## config.mk

```make
export PLATFORM = sky130hd
export DESIGN_NAME = jk_drive_sequencer
export DESIGN_NICKNAME = d
export VERILOG_FILES = /design/src/rtl/jk_drive_pkg.sv /design/src/rtl/jk_excite_vec.sv /design/src/rtl/jk_drive_sequencer.sv
export SDC_FILE = /design/constraint.sdc
export NUM_CORES = 1
export LEC_CHECK = 0
export ABC_AREA = 1
export BUFFER_PORTS_ARGS = -buffer_cell sky130_fd_sc_hd__buf_2
export CAP_MARGIN = 25
export CORE_MARGIN = 1.5
export CORE_UTILIZATION = 51
export DETAILED_ROUTE_END_ITERATION = 8
export PLACE_DENSITY = 0.82
export SETUP_SLACK_MARGIN = 0.5
export SYNTH_ARGS = -nofsm -noshare
export SYNTH_HDL_FRONTEND = slang
export SYNTH_HIERARCHICAL = 1
export SYNTH_SLANG_ARGS = --single-unit
```

## constraint.sdc

```tcl
create_clock -name clk -period 1.8 [get_ports clk]
set_input_delay 0.09 -clock clk [delete_from_list [all_inputs] [get_ports clk]]
set_output_delay 0.09 -clock clk [all_outputs]
set_load 0.01 [all_outputs]
```

## src/rtl/jk_drive_pkg.sv

```systemverilog
// Shared types for the JK drive sequencer: FSM state encoding and the
// single-bit JK excitation rule used to derive J/K from current/next Q.
package jk_drive_pkg;

  typedef enum logic [1:0] {
    ST_INIT  = 2'd0,
    ST_IDLE  = 2'd1,
    ST_RUN   = 2'd2,
    ST_FAULT = 2'd3
  } state_e;

  typedef struct packed {
    logic j;
    logic k;
  } jk_t;

  // Don't-care entries of the excitation table resolve to 0, so a held bit
  // is never driven and a changing bit gets exactly one of J or K.
  function automatic jk_t jk_excite(input logic cur, input logic nxt);
    jk_t r;
    r.j = ~cur & nxt;
    r.k = cur & ~nxt;
    return r;
  endfunction

endpackage

```

## src/rtl/jk_excite_vec.sv

```systemverilog
// WIDTH-wide combinational JK excitation: J/K that move cur to nxt in one
// clock of a bank of JK flip-flops.
module jk_excite_vec
  import jk_drive_pkg::*;
#(
  parameter int WIDTH = 4
) (
  input  logic [WIDTH-1:0] cur,
  input  logic [WIDTH-1:0] nxt,
  output logic [WIDTH-1:0] j,
  output logic [WIDTH-1:0] k
);

  for (genvar i = 0; i < WIDTH; i++) begin : g_bit
    assign {j[i], k[i]} = jk_excite(cur[i], nxt[i]);
  end

endmodule

```

## src/rtl/jk_drive_sequencer.sv

```systemverilog
// Sequences a bank of negedge JK flip-flops through an up/down count and
// verifies each step against the fed-back Q, latching a sticky fault.
module jk_drive_sequencer
  import jk_drive_pkg::*;
#(
  parameter int WIDTH = 4
) (
  input  logic             clk,
  input  logic             clear,
  input  logic             start,
  input  logic             stop,
  input  logic             load,
  input  logic [WIDTH-1:0] load_value,
  input  logic             up_down,
  input  logic             step_en,
  input  logic [WIDTH-1:0] q_fb,
  output logic [WIDTH-1:0] j_out,
  output logic [WIDTH-1:0] k_out,
  output logic [WIDTH-1:0] expected_q,
  output logic             running,
  output logic             wrap,
  output logic             fault
);

  state_e           state;
  logic             check_en;
  logic [WIDTH-1:0] step_nxt;
  logic [WIDTH-1:0] step_j;
  logic [WIDTH-1:0] step_k;
  logic             step_wrap;
  logic             mismatch;

  // Excitation is always computed from the commanded value, never from raw
  // q_fb, so a corrupted bank cannot steer its own next drive.
  assign step_nxt  = up_down ? expected_q + WIDTH'(1) : expected_q - WIDTH'(1);
  assign step_wrap = up_down ? (&expected_q) : ~(|expected_q);

  jk_excite_vec #(.WIDTH(WIDTH)) u_excite (
    .cur (expected_q),
    .nxt (step_nxt),
    .j   (step_j),
    .k   (step_k)
  );

  assign mismatch = check_en && (state != ST_FAULT) && (q_fb != expected_q);
  assign running  = (state == ST_RUN);

  // NOTE: all state uses non-blocking assignments so every register samples
  // pre-edge values; blocking here would let later statements see new state.
  always_ff @(posedge clk) begin
    if (clear) begin
      state      <= ST_INIT;
      j_out      <= '0;
      k_out      <= '1;
      expected_q <= '0;
      wrap       <= 1'b0;
      fault      <= 1'b0;
      check_en   <= 1'b0;
    end else begin
      // Default drive is hold; only a load or step overrides it this edge.
      wrap  <= 1'b0;
      j_out <= '0;
      k_out <= '0;
      if (mismatch) begin
        state <= ST_FAULT;
        fault <= 1'b1;
      end else begin
        case (state)
          ST_INIT: begin
            state    <= ST_IDLE;
            check_en <= 1'b1;
          end
          ST_IDLE: begin
            if (load) begin
              expected_q <= load_value;
              j_out      <= load_value;
              k_out      <= ~load_value;
            end else if (start) begin
              state <= ST_RUN;
            end
          end
          ST_RUN: begin
            if (load) begin
              expected_q <= load_value;
              j_out      <= load_value;
              k_out      <= ~load_value;
            end else if (stop) begin
              state <= ST_IDLE;
            end else if (step_en) begin
              expected_q <= step_nxt;
              j_out      <= step_j;
              k_out      <= step_k;
              wrap       <= step_wrap;
            end
          end
          default: ;  // FAULT holds with j/k = 0 until clear
        endcase
      end
    end
  end

endmodule

```

# Word-level counts from Yosys, hierarchy flattened
# Index checks and enable logic that the tools add are counted.
[word_totals] regBits=17 in_bits=15 out_inout_bits=15 elab_cells=77
[op_classes] addsub=2 eq_ne=11 n_mux=24 bitwise=21 n_reduce_logical=12
[op_table] cell="4-bit two-way mux" count=14
[op_table] cell="4-bit one-hot mux with 2 select lines" count=3
[op_table] cell="3-bit != test (second input constant)" count=4
[op_table] cell="1-bit NOT" count=12
[op_table] cell="2-bit two-way mux" count=5
[op_table] cell="5-bit AND reduction" count=2
[op_table] cell="1-bit bitwise AND" count=8
[op_table] cell="3-bit by 2-bit != test with 1-bit output (second input constant)" count=2
[op_table] cell="2-bit one-hot mux with 3 select lines" count=1
[op_table] cell="6-bit OR reduction" count=1
[op_table] cell="4-bit by 1-bit adder with 4-bit output (second input constant)" count=1
[op_table] cell="2-bit != test (second input constant)" count=2
[op_table] cell="4-bit != test" count=1
[op_table] cell="4-bit NOT" count=1
[op_table] cell="4-bit AND reduction" count=1
[op_table] cell="4-bit nonzero test" count=1
[op_table] cell="4-bit OR reduction" count=1
[op_table] cell="4-bit by 1-bit subtractor with 4-bit output (second input constant)" count=1
[op_table] cell="2-bit by 1-bit == test with 1-bit output (second input constant)" count=1
[op_table] cell="2-bit == test (second input constant)" count=1
[op_table] cell="1-bit logical AND" count=2
[op_table] cell="2-bit logical NOT" count=1
[op_table] cell="2-bit AND reduction" count=1
[op_table] cell="2-bit nonzero test" count=1
[op_table] cell="2 further kinds" count=2

# Logic depth before layout (Yosys ltp)
[depth] depth_word=9 ltp_mapped=10 mapped_depth_nobuf=10

# Cells and area by module
# Netlist, hierarchy kept.
[by_module_without_submodules] module="jk_drive_sequencer" n_inst=1 cells_each=155 area_per_inst_um2=1042.2 seq_area_each_um2=340.3
[by_module_without_submodules] module="jk_excite_vec" n_inst=1 cells_each=16 area_per_inst_um2=60.1 seq_area_each_um2=0.0

# Least setup slack after synthesis
# No wires, ideal clock.
[synth_timing] kind="register to register" startpoint="register expected_q[2]" endpoint="register j_out[3]" setup_ns=0.086 arrival_time_ns=1.547 t_required_ns=1.714 path_slack_ns=0.167 stages_incl_launch_ff=9 path_buffers=0 period_less_slack_ns=1.633 path_cell_list="dfxtp_1 > ha_1 > a21oi_1 > nand2_1 > xnor2_1 > inv_1 > nor2_1 > nand2_1 > a211oi_1"
[synth_via] elab_chain_len=7 elab_cells_between_ends=11 cone_classes="add/sub: 2; eq/ne: 1; mux: 5; bitwise: 1; reduce/logical: 2"
[synth_lines] item="start, declared" line_no="jk_drive_sequencer.sv:19" source="output logic [WIDTH-1:0] expected_q,"
[synth_lines] item="start signal, assigned" line_no="jk_drive_sequencer.sv:75" source="expected_q <= load_value;"
[synth_lines] item="start signal, assigned" line_no="jk_drive_sequencer.sv:84" source="expected_q <= load_value;"
[synth_lines] item="start signal, assigned" line_no="jk_drive_sequencer.sv:90" source="expected_q <= step_nxt;"
[synth_lines] item="4-bit by 1-bit subtractor with 4-bit output / 4-bit by 1-bit adder with 4-bit output (equally long branches)" line_no="jk_drive_sequencer.sv:35" source="assign step_nxt = up_down ? expected_q + WIDTH'(1) : expected_q - WIDTH'(1);"
[synth_lines] item="4-bit two-way mux *" line_no="jk_drive_sequencer.sv:35"
[synth_lines] item="via step_nxt[3]" line_no="jk_drive_sequencer.sv:27" source="logic [WIDTH-1:0] step_nxt;"
[synth_lines] item="1-bit bitwise AND *" line_no="jk_drive_pkg.sv:21" source="r.j = ~cur & nxt;"
[synth_lines] item="via step_j[3]" line_no="jk_drive_sequencer.sv:28" source="logic [WIDTH-1:0] step_j;"
[synth_lines] item="4-bit two-way mux *" line_no="jk_drive_sequencer.sv:89" source="end else if (step_en) begin"
[synth_lines] item="4-bit two-way mux *" line_no="jk_drive_sequencer.sv:87" source="end else if (stop) begin"
[synth_lines] item="4-bit two-way mux *" line_no="jk_drive_sequencer.sv:83" source="if (load) begin"
[synth_lines] item="4-bit one-hot mux with 2 select lines *" line_no="jk_drive_sequencer.sv:68" source="case (state)"
[synth_lines] item="end signal, assigned" line_no="jk_drive_sequencer.sv:76" source="j_out <= load_value;"
[synth_lines] item="end signal, assigned" line_no="jk_drive_sequencer.sv:85" source="j_out <= load_value;"
[synth_lines] item="end signal, assigned" line_no="jk_drive_sequencer.sv:91" source="j_out <= step_j;"
[synth_lines] item="end, declared" line_no="jk_drive_sequencer.sv:17" source="output logic [WIDTH-1:0] j_out,"
# The timed path passes the listed nets; every way through them passes the cells marked *.
# A chain may end at the register's enable or synchronous reset.

# Worst setup path after layout
[layout_timing] startpoint="register expected_q[0]" endpoint="register j_out[2]"
# The elaborated chain is that of the path after synthesis.

==> flow_metrics.py <==
metrics = {
    "synthesis": {
        "ys_async_sr_fraction": 0,
        "synth_ff_type": "dfxtp_1",
        "synth_top_area_cell": "dfxtp_1",
        "synth_nets": 194,
        "ys_top_cells_by_area": "dfxtp_1 31%, nand2_1 19%, inv_1 9.2%, ha_1 7.9%, a21oi_1 6.4%",
        "synth_seq_cells": 17,
        "avgSynthCellArea_sq_um": 6.45,
        "synth_cell_types": 23,
        "synth_edf_count": 0,
        "synthCells": 171,
        "netlist.area_leader.share": 0.309,
        "synth-seq-area-share": 0.309,
        "synth_area_sq_um": 1100,
        "yosys_warnings": 6,
    },
    "power": {
        "power_density_nw_per_um2": 1310,
        "peakVddDrop_uv": 876,
        "leakagePower_nw": 0.829,
    },
    "detailed_routing": {
        "ant_nets": 0,
        "vias_per_cell": 5.28,
        "wl_um": 3360,
        "detail_route.iter0.violations": 65,
        "routed-via-count": 1298,
        "drtPass1Iterations": 4,
        "drc_errors": 0,
        "post_drt_wl_per_cell_um": 13.7,
    },
    "critical_path": {
        "crit_path_end_kind": "register",
        "cpPeakStageDelay_ps": 390,
        "worstPathArrival_ps": 1820,
        "r2r_end": "j_out[2]",
        "critical_path_class": "register to register",
        "critical-path-top-delay-family": "flip-flops",
        "r2r_cells": 6,
        "cp-startpoint": "expected_q[0]",
        "worstPathCellList": "fa_2, xor2_1, inv_1, nor2_1, nand2_1, a211oi_1",
        "path_buf_inv": 1,
        "critPathMaxFanout": 6,
        "ff2ff_setup_slack_ps": 210,
        "crit_path_start_kind": "register",
        "r2r-start": "expected_q[0]",
        "cp.required_ps": 2030,
        "cp_slowest_cell": "dfxtp_4",
    },
    "timing": {
        "fmax_mhz": 629,
        "final-setup-viol-count": 0,
        "maxSlewViolCount": 0,
        "fin_crit_ps": 1590,
        "finalCritPeriodShare": 0.883,
        "tns_ps": 0,
        "tightest_slew_ps": 311,
        "rsz0062_at_grt": "true",
        "clock_skew_ps": 13.4,
        "slew_headroom": 0.792,
        "whs_ps": 116,
        "hold_viol_final": 0,
    },
    "floorplanning": {
        "start_util": 0.551,
        "die_h_um": 49.5,
        "fp.dieW_um": 49.5,
        "core_sq_um": 2000,
        "core.rowCount": 16,
        "die_area_sq_um": 2450,
        "io_pins": 30,
    },
    "finish": {
        "n_fill_cell": 127,
        "final_cell_mix": "52 x nand2_1, 29 x buf_2, 23 x inv_1",
        "seq_area_sq_um": 363,
        "layout_commonest_cell": "nand2_1",
        "final_nets": 243,
        "multi_input_area_sq_um": 791,
        "area_growth_pct": 47.6,
        "drive_gt1_frac": 0.447,
        "diodes": 0,
    },
    "clock_tree": {
        "numCtsBuffers": 3,
        "htree_levels": 1,
        "postCtsHoldBufs": 0,
        "tritoncts": "yes",
        "cts_buffer_depth": 2,
        "insertion_delay_ps": 300,
        "root_buffer": "clkbuf_4",
        "clkTransAtPathRegs_ps": 110,
        "clock-sinks": 17,
    },
    "placed_design": {
        "dp_hpwl_um": 2080,
        "portBuffers": 29,
        "place_congestion": 0.825,
    },
    "worst_hold_path": {
        "min_to": "check_en",
        "whs_path_depth": 2,
        "min_path_type": "primary input to register",
        "worstHoldStart": "clear",
    },
    "grt": {
        "grt_overflow": 0,
        "grt_pass1_vias": 1186,
        "grt_pass1_wl_um": 5030,
        "grt_start_max_net_pins": 10,
        "antenna_found_initial": 0,
        "grt_util_all_layers": 0.265,
    },
    "run_status": {
        "status": "complete, no violations",
    },
    "flow_run": {
        "maxCapViolCount": 0,
    },
}
## stage by stage
step / instance area [sq um] / cells / power (mW) / utilization / setup WS [ps]
finish: 1630 / 246 / 2.13 / 0.813 / 211
global route: 1630 / 246 / 2.26 / 0.813 / 164
CTS: 1540 / 241 / 1.94 / 0.769 / 342
detailed placement: 1370 / 226 / 1.51 / 0.683 / 256
global placement: 1370 / 226 / 1.48 / 0.683 / 326
floorplan: 1190 / 171 / 1.28 / - / 396
## cells in the mapped netlist (all sizes together), types with 4 or more instances
cell    instances
nor2           16
nand4           4
nand3           5
ha              7
a211oi          4
nand2          60
inv            33
o21ai           4
a21oi          15
dfxtp          17
## worst reg2reg max path: stages (launching register included)
cell and delay (ps):
dfxtp_4 390, fa_2 360, xor2_1 280, inv_1 110, nor2_1 100, nand2_1 60
a211oi_1 210
## where the power goes
group,internal (mW),switching [mW],leakage (nW)
Sequential,0.483,0.111,0.144
Combinational,0.563,0.759,0.670
Clock,0.0863,0.133,0.0150
Total,1.13,1.00,0.829
## sequential cells by signal (all words and copies together) (netlist names)
register and flops:
j_out 4, state 2, expected_q 4, fault 1, check_en 1, wrap 1
k_out 4
## cells by family (layout without fill, tap and decap cells)
kind of cell	count (synthesis)	count (layout)	share of synthesized area
DFF	17	17	0.309
and+or+nand+nor	85	85	0.331
adders and majority gates	8	8	0.0976
xor gates and xnor gates	2	2	0.0159
buffers and inverters	34	82	0.116
AOI/OAI and AO/OA	25	25	0.131
## worst max-delay path by stage
stage,endpoint,depth (start not counted)
6_report,j_out[2],6
5_1_grt,j_out[2],6
4_1_cts,j_out[3],8
3_5_place_dp,j_out[3],10
3_3_place_gp,j_out[3],10
2_1_floorplan,j_out[3],8
## layer usage
metal	track usage	up-vias	part of all wire
met5	0	-	0
met4	0.0787	0	0.018
met3	0.0455	8	0.083
met2	0.493	72	0.51
met1	0.307	592	0.39
li1	-	626	-
## repair_timing
action / in CTS / in global routing
gates resized for setup: 16 / 17
setup buffers: 11 / 5
endpoints found under the setup margin: 15 / 16
cloned: 0 / 0
pin swaps: 14 / 9
## cell type report
cell class                      count  area share
Clock buffer                        4      0.0162
Sequential cell                    17       0.223
Timing Repair Buffer               45       0.165
Inverter                           33      0.0885
Multi-Input combinational cell    120       0.486
Tap cell                           27      0.0208
No activity file was read; power rests on OpenSTA's default activity.
